<file path="config.mk">
export PLATFORM = sky130hd
export DESIGN_NAME = fpa_result_collector
export DESIGN_NICKNAME = d
export VERILOG_FILES = /design/src/rtl/fpa_result_collector.sv
export SDC_FILE = /design/constraint.sdc
export NUM_CORES = 1
export LEC_CHECK = 0
export ABC_AREA = 1
export CORE_UTILIZATION = 55
export CTS_CLUSTER_SIZE = 28
export DETAILED_ROUTE_END_ITERATION = 12
export PLACE_DENSITY = 0.8
export SYNTH_ARGS = -nofsm -noshare
export SYNTH_HDL_FRONTEND = slang
export SYNTH_SLANG_ARGS = --single-unit
</file>
<file path="constraint.sdc">
create_clock -name clk -period 3.6 [get_ports clk]
set_clock_uncertainty 0.15 [all_clocks]
set_input_delay 0.36 -clock clk [delete_from_list [all_inputs] [get_ports clk]]
set_output_delay 0.36 -clock clk [all_outputs]
set_load 0.005 [all_outputs]
</file>
<file path="src/rtl/fpa_result_collector.sv">
// ---------------------------------------------------------------------------
// fpa_result_collector
//
// Purpose:
//   Downstream stage of fpa_adder.
//   - Tracks operations issued to the adder with a valid pipeline whose
//     length matches the adder latency.
//   - Captures adder_out when each operation completes.
//   - Classifies each result as an IEEE-754 single-precision value.
//   - Buffers results in order in a small FIFO with a valid/ready output.
//   The adder cannot stall, so upstream only gets issue credit while every
//   in-flight result is guaranteed a free FIFO slot.
//
// Parameters:
//   ADDER_LAT : cycles from issue handshake to stable adder_out (1..8)
//   DEPTH     : FIFO entries (power of two, 2..16)
//
// Ports:
//   clk         : system clock, rising edge
//   rst         : asynchronous active-high reset
//   issue_valid : upstream presents an operation to the adder this cycle
//   issue_ready : collector has credit for one more operation
//   adder_out   : adder result bus
//   res_valid   : res_data/res_flags hold the FIFO head
//   res_ready   : consumer accepts the head
//   res_data    : buffered result word
//   res_flags   : {sign, nan, inf, zero, denorm} of res_data
//   sticky_exc  : sticky {nan, inf, denorm} seen since the last clear
//   sticky_clr  : clear sticky_exc (a same-cycle push still sets its bits)
//   occupancy   : current number of FIFO entries
// ---------------------------------------------------------------------------
module fpa_result_collector #(
    parameter int ADDER_LAT = 1,
    parameter int DEPTH     = 4
) (
    input  logic                       clk,
    input  logic                       rst,
    input  logic                       issue_valid,
    output logic                       issue_ready,
    input  logic [31:0]                adder_out,
    output logic                       res_valid,
    input  logic                       res_ready,
    output logic [31:0]                res_data,
    output logic [4:0]                 res_flags,
    output logic [2:0]                 sticky_exc,
    input  logic                       sticky_clr,
    output logic [$clog2(DEPTH):0]     occupancy
);

    localparam int AW = $clog2(DEPTH);
    localparam int CW = AW + 1;

    // Registered state
    logic [ADDER_LAT-1:0] r_vp;
    logic [AW-1:0]        r_wr_ptr;
    logic [AW-1:0]        r_rd_ptr;
    logic [CW-1:0]        r_count;
    logic [2:0]           r_sticky;
    logic [31:0]          r_mem_data  [DEPTH];
    logic [4:0]           r_mem_flags [DEPTH];

    // Combinational signals
    logic                 w_issue;
    logic                 w_push;
    logic                 w_pop;
    logic [ADDER_LAT-1:0] w_vp_next;
    logic [4:0]           w_inflight;
    logic [5:0]           w_used;
    logic [4:0]           w_flags_in;
    logic [2:0]           w_exc_in;

    // Classify a single-precision word into {sign, nan, inf, zero, denorm}
    function automatic logic [4:0] classify(input logic [31:0] bits);
        logic [7:0]  e;
        logic [22:0] m;
        logic        e_max;
        logic        e_min;
        logic        m_nz;
        e     = bits[30:23];
        m     = bits[22:0];
        e_max = (e == 8'hFF);
        e_min = (e == 8'h00);
        m_nz  = (m != 23'd0);
        return {bits[31], e_max & m_nz, e_max & ~m_nz, e_min & ~m_nz, e_min & m_nz};
    endfunction

    // Credit: FIFO entries plus results still travelling through the adder.
    // Uses registered state only, so a pop frees credit one cycle later.
    always_comb begin
        w_inflight = '0;
        for (int i = 0; i < ADDER_LAT; i++) begin
            w_inflight = w_inflight + 5'(r_vp[i]);
        end
    end

    assign w_used      = 6'(r_count) + 6'(w_inflight);
    assign issue_ready = (w_used < 6'(DEPTH));
    assign w_issue     = issue_valid & issue_ready;

    // Valid pipeline: the handshake enters at bit 0, the tap is the MSB
    generate
        if (ADDER_LAT == 1) begin : g_vp_one
            assign w_vp_next = w_issue;
        end else begin : g_vp_many
            assign w_vp_next = {r_vp[ADDER_LAT-2:0], w_issue};
        end
    endgenerate

    assign w_push     = r_vp[ADDER_LAT-1];
    assign res_valid  = (r_count != '0);
    assign w_pop      = res_valid & res_ready;
    assign w_flags_in = classify(adder_out);
    assign w_exc_in   = {w_flags_in[3], w_flags_in[2], w_flags_in[0]};

    // Control state with asynchronous reset
    always_ff @(posedge clk or posedge rst) begin
        if (rst) begin
            r_vp     <= '0;
            r_wr_ptr <= '0;
            r_rd_ptr <= '0;
            r_count  <= '0;
            r_sticky <= '0;
        end else begin
            r_vp <= w_vp_next;
            if (w_push) begin
                r_wr_ptr <= r_wr_ptr + 1'b1;
            end
            if (w_pop) begin
                r_rd_ptr <= r_rd_ptr + 1'b1;
            end
            case ({w_push, w_pop})
                2'b10:   r_count <= r_count + 1'b1;
                2'b01:   r_count <= r_count - 1'b1;
                default: r_count <= r_count;
            endcase
            // Clear first, then OR in a same-cycle push so its bits survive
            r_sticky <= (sticky_clr ? 3'b000 : r_sticky) | (w_push ? w_exc_in : 3'b000);
        end
    end

    // Storage array, no reset: contents are only visible while occupied
    always_ff @(posedge clk) begin
        if (w_push) begin
            r_mem_data[r_wr_ptr]  <= adder_out;
            r_mem_flags[r_wr_ptr] <= w_flags_in;
        end
    end

    // Head is gated by occupancy so the outputs read zero whenever empty,
    // including immediately after reset.
    assign res_data   = res_valid ? r_mem_data[r_rd_ptr]  : 32'd0;
    assign res_flags  = res_valid ? r_mem_flags[r_rd_ptr] : 5'd0;
    assign sticky_exc = r_sticky;
    assign occupancy  = r_count;

endmodule

</file>
==> results.py, run 1 <==
metrics = {
    "power": {
        "p_leak_nw": 2.742,
        "powerDensity_nw_per_um2": 836.5,
        "vdd_drop_max_mv": 0.4224,
    },
    "clock_tree": {
        "post_cts_buffers": 0,
        "cts-buffers-inserted": 17,
        "ctsResizeCount": 0,
        "path_clk_slew_ns": 0.06,
        "cts_tree": "done",
        "cts_root_buf": "clkbuf_16",
        "hold_buffers": 0,
        "clock_path_buffers": 2,
        "cts.sinks": 155,
        "htree_levels": 4,
        "clock_latency_ns": 0.41,
    },
    "setup_path": {
        "required_ns": 3.09,
        "endpoint_kind": "output port",
        "crit_chain": "buf_4, nor2_1, nor2_1, o21ai_0, a21oi_1, clkdlybuf4s50_1",
        "cp_top_family": "buffers and inverters",
        "cp.arrival_ns": 2.55,
        "worst-path-buf-inv": 2,
        "path_max_fanout": 74,
        "worst_setup_path_start_kind": "flop",
        "criticalPathCategory": "flop to output port",
        "cpMaxStageDelayCell": "buf_4",
        "timing.critical_path.mode_cell": "nor2_1",
        "slowest_delay_ns": 0.58,
    },
    "status": {
        "status": "finished clean",
    },
    "sta": {
        "slew_violations": 0,
        "worst_pin_slew_ns": 0.7354,
        "fmax_ghz": 0.3273,
        "relSlewSlack_pct": 50.98,
        "setup_viol": 0,
        "min_period_ns": 3.055,
        "hold_violations": 0,
        "rsz0062_at_grt": "no",
        "finalSetupTns_ns": 0,
        "fin_crit_sh_pct": 84.87,
    },
    "synth": {
        "synth_nets": 573,
        "syn_area_per_cell_um2": 11.92,
        "yosys_warnings": 0,
        "synth.distinct_cells": 21,
        "yosys_register_bits": 155,
        "synth_seq_area_share_pct": 72.81,
        "netlist_area_um2": 6317,
        "syn_inst": 530,
    },
    "final_layout": {
        "layout_commonest_cell": "nor2_1",
        "fin_area_um2": 7787,
        "syn_to_final_growth_pct": 23.27,
        "drive_gt1_share_pct": 7.177,
        "final_cell_mix": "nor2_1 (167), edfxtp_1 (144), clkdlybuf4s50_1 (81), o21ai_1 (62), a21oi_1 (37)",
        "nets": 657,
        "diodes": 0,
    },
    "drt": {
        "drc": 0,
        "drt_iter0_markers": 317,
        "wl_um": 12830,
        "via_per_inst": 5.425,
        "firstDrtPassIters": 5,
        "via_count": 4161,
        "final_antenna_net_count": 0,
        "wire_per_inst_um": 16.72,
    },
    "grt": {
        "antenna_found_initial": 0,
        "grt_pass1_wl_um": 20580,
        "overflow": 0,
        "grt_usage_pct": 23.63,
        "grt_pass1_vias": 4174,
        "grt_start_max_net_pins": 75,
    },
    "run": {
        "max-cap-violations": 0,
    },
    "place": {
        "dp_hpwl_um": 7758,
        "gp_congestion": 0.7530,
        "portBuffers": 81,
        "place_area_um2": 7227,
    },
    "floorplan": {
        "die-height_um": 109.2,
        "num_io_pins": 82,
        "core_um2": 11030,
        "rows": 38,
        "die_x_um": 109.2,
        "initial_core_util_pct": 57.27,
        "die_area_um2": 11920,
    },
    "hold_path": {
        "min_path_type": "primary input to async pin",
    },
}
-- routing by layer --
layer	up-vias	part of all wire [%]	global-route usage [%]
met1	2003	42	29.57
met3	26	5.3	5.021
li1	1999	-	-
met5	-	0	0
met4	0	1.7	9.048
met2	133	51	40.43
-- report_power, final --
group	switching (W)	total, W	internal [W]
clock	0.000656	0.00167	0.00101
combinational	0.00130	0.00246	0.00116
sequential	0.000116	0.00239	0.00228
-- synth_stat cells --
master / count / area share [%]
a21oi_1: 37 / 2.9
clkbuf_1: 10 / 0.59
inv_1: 20 / 1.2
buf_4: 3 / 0.36
buf_2: 9 / 0.71
inv_2: 2 / 0.12
edfxtp_1: 144 / 68
nand4_1: 2 / 0.20
xor2_1: 3 / 0.42
o21ai_1: 62 / 4.9
nand3_1: 4 / 0.32
ha_1: 5 / 0.99
dfrtp_1: 11 / 4.4
or2_2: 1 / 0.099
fa_1: 1 / 0.32
xnor2_1: 2 / 0.28
o21ai_0: 13 / 1.0
nand2_1: 24 / 1.4
nor3_1: 4 / 0.32
nor2_1: 167 / 9.9
buf_6: 6 / 1.1
-- through the flow --
| step | util, % | setup WS, ns | power [W] | hold slack, ns | cells |
|---|---|---|---|---|---|
| after CTS | 70.60 | 0.5435 | 0.006557 | 0.09172 | 767 |
| after floorplan | - | 1.666 | 0.003778 | 0.06244 | 530 |
| after global placement | 65.52 | 1.049 | 0.004808 | 0.3182 | 735 |
| final | 70.60 | 0.5446 | 0.006514 | 0.08706 | 767 |
| after global routing | 70.60 | 0.3607 | 0.006914 | 0.1278 | 767 |
| after detailed placement | 65.52 | 0.9959 | 0.004875 | 0.3204 | 735 |
-- final cells by class --
class,count,area [um2]
sequential,155,4601
fill,761,3243
multi-input combinational,325,1468
timing repair buffer,93,900.9
clock buffer,19,432.9
tap,140,175.2
clock inverter,13,127.6
inverter,22,82.58
-- cell families (layout without fill, tap and decap cells) --
family,count (synthesis),count (layout),share of synthesized area (%)
and+or+nand+nor,202,202,12.28
adders and majority gates,6,6,1.307
xor gates and xnor gates,5,5,0.6933
AOI/OAI and AO/OA,112,112,8.873
DFF,155,155,72.81
buffers and inverters,50,147,4.040
-- sequential cells by signal (all words and copies together), names as in the netlist --
name         count
r_mem_data     124
r_mem_flags     20
occupancy        3
sticky_exc       3
r_rd_ptr         2
r_wr_ptr         2
r_vp             1
-- final timing paths --
kind / to / slack [ns] / from / cells after the start
worst min-delay path: sticky_exc[2]$_DFF_PP0_ / 0.09 / rst / 2
worst max register to register: occupancy[2]$_DFFE_PP0P_ / 1.51 / occupancy[0]$_DFFE_PP0P_ / 8
min in group clk: sticky_exc[0]$_DFF_PP0_ / 0.34 / sticky_exc[0]$_DFF_PP0_ / 2
worst min register to register: sticky_exc[0]$_DFF_PP0_ / 0.34 / sticky_exc[0]$_DFF_PP0_ / 2
max in group asynchronous: r_rd_ptr[0]$_DFFE_PP0N_ / 2.89 / rst / 2
worst max-delay path: res_data[31] / 0.54 / r_rd_ptr[0]$_DFFE_PP0N_ / 6
-- worst register-to-register path, cell delays in order (launching register included) --
cell and delay [ns]:
dfrtp_1 0.42, nor3_2 0.08, nor2_1 0.25, ha_1 0.22
inv_1 0.07, fa_1 0.39, a21oi_1 0.14, o21ai_0 0.11
xnor2_1 0.14
(Power assumes the default switching activity.)
==> run 2, diff against run 1 <==
clock period = 2.95 ns   (was 3.6 ns; I/O delays follow)
==> run 2 against run 1 <==
Compared with the run above:
- worst setup slack lost 0.37 ns
- wire length up 7.2%
- die area stayed put
- global-route usage rose by 1.8 points
- via count grew 3.7%
- clock power up 35%
- register-to-register slack worse by 0.69 ns
- sequential share of layout area shrank 0.84 points
- worst hold slack got worse by 0.049 ns
- core utilization up 1.1 points
- critical path type unchanged
==> results.py, run 2 (synthesis gave the netlist of run 1 again) <==
metrics = {
    "grt": {
        "grt_start_max_net_pins": 38,
        "grt_pass1_vias": 4398,
        "grt_usage_pct": 25.40,
        "antenna_found_initial": 0,
        "overflow": 0,
        "grt_pass1_wl_um": 21800,
    },
    "power": {
        "clock_power_share_pct": 27.1,
        "pwr-share-comb_pct": 37.3,
        "vdd_drop_max_mv": 0.6527,
        "p_seq_share_pct": 35.6,
        "powerDensity_nw_per_um2": 1050,
        "power_switching_share_pct": 31.13,
        "p_int_w": 0.005716,
        "p_leak_nw": 2.803,
        "p_sw_w": 0.002584,
    },
    "sta": {
        "rsz0062_at_grt": "no",
        "fmax_ghz": 0.3605,
        "finalSetupTns_ns": 0,
        "hold_violations": 0,
        "worst_pin_slew_ns": 0.6224,
        "relSlewSlack_pct": 58.46,
        "min_period_ns": 2.774,
        "slew_violations": 0,
        "fin_crit_sh_pct": 94.04,
        "setup_viol": 0,
    },
    "setup_path": {
        "crit_chain": "inv_4, buf_4, o21ai_1, a21oi_1, clkdlybuf4s50_1",
        "criticalPathCategory": "flop to output port",
        "cpMaxStageDelayCell": "dfrtp_4",
        "slowest_delay_ns": 0.60,
        "path_max_fanout": 25,
        "r2r_start": "occupancy[0]$_DFFE_PP0P_",
        "cp.arrival_ns": 2.33,
        "rrSetupSlack_ns": 0.82,
        "required_ns": 2.51,
        "endpoint_kind": "output port",
        "startpoint": "r_rd_ptr[0]$_DFFE_PP0N_",
        "worst_setup_path_start_kind": "flop",
    },
    "drt": {
        "drt_iter0_markers": 311,
        "final_antenna_net_count": 0,
        "wire_per_inst_um": 17.80,
        "via_per_inst": 5.589,
        "firstDrtPassIters": 5,
        "via_count": 4315,
        "drc": 0,
        "wl_um": 13740,
    },
    "floorplan": {
        "core_um2": 11030,
        "num_io_pins": 82,
        "die_area_um2": 11920,
        "initial_core_util_pct": 57.27,
        "die_x_um": 109.2,
        "rows": 38,
        "die-height_um": 109.2,
    },
    "clock_tree": {
        "cts_root_buf": "clkbuf_16",
        "clock_path_buffers": 2,
        "cts.sinks": 155,
        "post_cts_buffers": 0,
        "clock_latency_ns": 0.41,
        "htree_levels": 4,
        "cts_tree": "done",
        "cts-buffers-inserted": 17,
        "path_clk_slew_ns": 0.06,
    },
    "final_layout": {
        "layout_commonest_cell": "nor2_1",
        "diodes": 0,
        "fin_area_um2": 7904,
        "syn_to_final_growth_pct": 25.11,
        "largest_registers": "r_mem_data (124), r_mem_flags (20)",
        "largest_register": "r_mem_data",
        "nets": 662,
        "post-route-util_pct": 71.65,
        "nFillCells": 719,
        "final_cell_mix": "nor2_1 (167), edfxtp_1 (144), clkdlybuf4s50_1 (81), o21ai_1 (62), a21oi_1 (36)",
        "largest_reg_flops": 124,
        "drive_gt1_share_pct": 7.911,
        "final_cell_count_no_fill": 772,
    },
    "place": {
        "dp_hpwl_um": 8628,
        "dp.cells": 740,
        "portBuffers": 81,
        "gp_congestion": 0.7932,
        "place_area_um2": 7277,
    },
    "hold_path": {
        "min_path_type": "primary input to async pin",
    },
    "run": {
        "max-cap-violations": 0,
    },
    "status": {
        "status": "finished clean",
    },
}
## run 2: path summary, 6_finish.rpt
path	cells after the start	endpoint
worst max-delay path	5	res_data[23]
worst min-delay path	2	r_rd_ptr[1]$_DFFE_PP0N_
worst max register to register	8	occupancy[2]$_DFFE_PP0P_
worst min register to register	2	sticky_exc[2]$_DFF_PP0_
max in group asynchronous	2	r_rd_ptr[0]$_DFFE_PP0N_
min in group clk	3	r_vp$_DFF_PP0_
## run 2: repair_timing
action                     in CTS  in global routing
setup endpoints to repair       0                 26
resized for setup               0                  5
hold buffers                    0                  0
## run 2: layer usage
metal | track usage (%) | vias to the layer above | wire (um) | part of all wire, %
li1 | - | 2007 | - | -
met4 | 10.57 | 0 | 320 | 2.3
met1 | 31.77 | 2083 | 5460 | 40
met2 | 42.27 | 193 | 6942 | 51
met3 | 6.455 | 32 | 1020 | 7.4
met5 | 0 | - | 0 | 0
## run 2: stage by stage
| stage | hold slack, ns | power (W) | worst slack [ns] |
|---|---|---|---|
| after floorplan | -0.002562 | 0.004611 | 1.016 |
| after global placement | 0.3212 | 0.005929 | 0.5178 |
| after detailed placement | 0.3227 | 0.006051 | 0.4622 |
| after CTS | 0.03717 | 0.008307 | 0.008694 |
| after global routing | 0.06766 | 0.008766 | 0.001245 |
| final | 0.03834 | 0.008300 | 0.1759 |
## run 2: critical path: cells and delay by family (launching register included)
kind | cells | cell delay [ns]
AO/OA/AOI/OAI | 2 | 0.30
buffers and inverters | 3 | 1.01
flip-flops | 1 | 0.60
## run 2: area by class of cell
cell class	instances	area, um2	area share, %
Clock buffer	24	471.7	5.968
Clock inverter	8	142.6	1.805
Inverter	22	85.08	1.076
Multi-Input combinational cell	325	1471	18.62
Sequential cell	155	4603	58.24
Tap cell	140	175.2	2.216
Timing Repair Buffer	98	954.7	12.08
## run 2: power by group through the flow
stage               Sequential [W]  Clock (W)  Combinational (W)
global route               0.00299    0.00237            0.00341
detailed placement         0.00299          0            0.00306
finish                     0.00296    0.00225            0.00309
CTS                        0.00295    0.00226            0.00310
global placement           0.00297          0            0.00296
floorplan                  0.00291          0            0.00170
==> run 3, diff against run 2 <==
GPL_TIMING_DRIVEN = 0   (was not set)
==> run 3 against run 2 <==
Compared with the run above:
- global-route usage is 0.57 points higher
- flip-flop and latch count did not move
- first-iteration DRC count is 3.2% lower
- worst hold slack got worse by 0.014 ns
- worst setup slack got worse by 0.052 ns
- critical path type unchanged
- clock-buffer cell count is 4 lower
- total power is 2.7% higher
- fmax shrank 1.8%
==> results.py, run 3 (synthesis gave the netlist of run 1 again) <==
metrics = {
    "clock_tree": {
        "clock_path_buffers": 2,
        "cts_root_buf": "clkbuf_16",
        "cts-buffers-inserted": 17,
        "clock_latency_ns": 0.42,
        "path_clk_slew_ns": 0.06,
        "htree_levels": 4,
        "cts.sinks": 155,
        "cts_tree": "done",
    },
    "place": {
        "portBuffers": 81,
        "post-place-ws_ns": 0.4374,
        "dp_hpwl_um": 8472,
        "gp_congestion": 0.7748,
    },
    "power": {
        "vdd_drop_max_mv": 0.6291,
        "powerDensity_nw_per_um2": 1074,
        "total_power_w": 0.008522,
        "p_leak_nw": 2.811,
    },
    "sta": {
        "fin_crit_sh_pct": 95.80,
        "setup_viol": 0,
        "rsz0062_at_grt": "no",
        "slew_violations": 0,
        "worst_pin_slew_ns": 0.9211,
        "min_period_ns": 2.826,
        "hold_violations": 0,
        "fmax_ghz": 0.3539,
        "setup_ws_ns": 0.1240,
        "relSlewSlack_pct": 38.50,
        "finalSetupTns_ns": 0,
    },
    "setup_path": {
        "endpoint_kind": "output port",
        "cp.arrival_ns": 2.38,
        "r2r_cells": 8,
        "criticalPathCategory": "flop to output port",
        "required_ns": 2.51,
        "path_max_fanout": 10,
        "worst_setup_path_start_kind": "flop",
    },
    "drt": {
        "drt-met1-wl_um": 5894,
        "routed-wl-met3_um": 1044,
        "wire_per_inst_um": 18.66,
        "highest_layer": "met4",
        "wl_met2_um": 7381,
        "via_per_inst": 5.641,
        "wl_um": 14610,
        "firstDrtPassIters": 5,
        "final_antenna_net_count": 0,
        "drc": 0,
        "drt_iter0_markers": 301,
        "via_count": 4417,
    },
    "final_layout": {
        "largest_reg_flops": 124,
        "largest_register": "r_mem_data",
        "largest_registers": "r_mem_data (124), r_mem_flags (20)",
        "syn_to_final_growth_pct": 25.65,
        "drive_gt1_share_pct": 8.398,
        "nets": 673,
        "layout_commonest_cell": "nor2_1",
        "final_cell_mix": "nor2_1 (167), edfxtp_1 (144), clkdlybuf4s50_1 (81), o21ai_1 (62), a21oi_1 (37)",
        "diodes": 0,
    },
    "floorplan": {
        "num_io_pins": 82,
        "initial_core_util_pct": 57.27,
        "die-height_um": 109.2,
        "rows": 38,
        "die_x_um": 109.2,
        "die_area_um2": 11920,
        "core_um2": 11030,
    },
    "grt": {
        "grt_pass1_wl_um": 22150,
        "overflow": 0,
        "grt_pass1_vias": 4410,
        "grt_usage_pct": 25.97,
        "grt_start_max_net_pins": 37,
        "antenna_found_initial": 0,
    },
    "run": {
        "max-cap-violations": 0,
    },
    "status": {
        "status": "finished clean",
    },
    "hold_path": {
        "min_path_type": "primary input to async pin",
    },
}
[run 3: changes by cell type in the layout (fill, tap and decap cells not counted), sizes merged]
cell / previous run / this run
bufinv: 4 / 5
clkbuf: 24 / 30
clkinv: 3 / 4
clkinvlp: 1 / 2
inv: 22 / 23
buf: 17 / 18
[run 3: report_power, final]
| group | internal [W] | total, W | switching [W] |
|---|---|---|---|
| Clock | 0.00150 | 0.00234 | 0.000841 |
| Combinational | 0.00152 | 0.00328 | 0.00177 |
| Sequential | 0.00278 | 0.00290 | 0.000117 |
[run 3: repair_timing]
action	CTS	global route
resized for setup	1	2
hold buffers	0	0
endpoints found under the setup margin	1	2
buffers inserted	0	0
gates cloned	0	0
hold endpoints to repair	0	0
[run 3: layer usage]
layer | vias to the layer above | track usage (%)
li1 | 2035 | -
met1 | 2146 | 33.20
met2 | 204 | 42.72
met3 | 32 | 6.635
met4 | 0 | 10.19
met5 | - | 0
[run 3: final timing paths]
kind / start / end / slack [ns]
max in group asynchronous: rst / occupancy[1]$_DFFE_PP0P_ / 2.32
max reg2reg: occupancy[1]$_DFFE_PP0P_ / occupancy[2]$_DFFE_PP0P_ / 0.88
min: rst / sticky_exc[0]$_DFF_PP0_ / 0.02
min in group clk: issue_valid / r_vp$_DFF_PP0_ / 0.25
min reg2reg: sticky_exc[2]$_DFF_PP0_ / sticky_exc[2]$_DFF_PP0_ / 0.35
max: r_rd_ptr[0]$_DFFE_PP0N_ / res_data[23] / 0.12
[run 3: final cells by class]
type / count / area [um2]
inverters: 22 / 82.58
repair buffers: 81 / 810.8
flip-flops and latches: 155 / 4599
fillers: 751 / 3093
well taps: 140 / 175.2
plain buffers: 28 / 175.2
multi-input cells: 325 / 1463
clock inverters: 12 / 195.2
clock buffers: 20 / 436.7
[run 3: critical path, cell delays in order (launching register included)]
cell,delay [ns]
dfrtp_1,0.41
inv_2,0.15
clkbuf_1,0.45
o21ai_1,0.16
a21oi_1,0.24
clkdlybuf4s50_1,0.55
[run 3: per-stage QoR]
stage,util (%),hold WS [ns],instances,cell area [um2]
after global placement,66.21,0.3220,751,7303
after detailed placement,66.21,0.3357,751,7303
after global routing,71.96,0.05732,783,7938
after CTS,71.95,0.02815,783,7936
final,71.96,0.02448,783,7938
after floorplan,-,-0.002562,530,6317
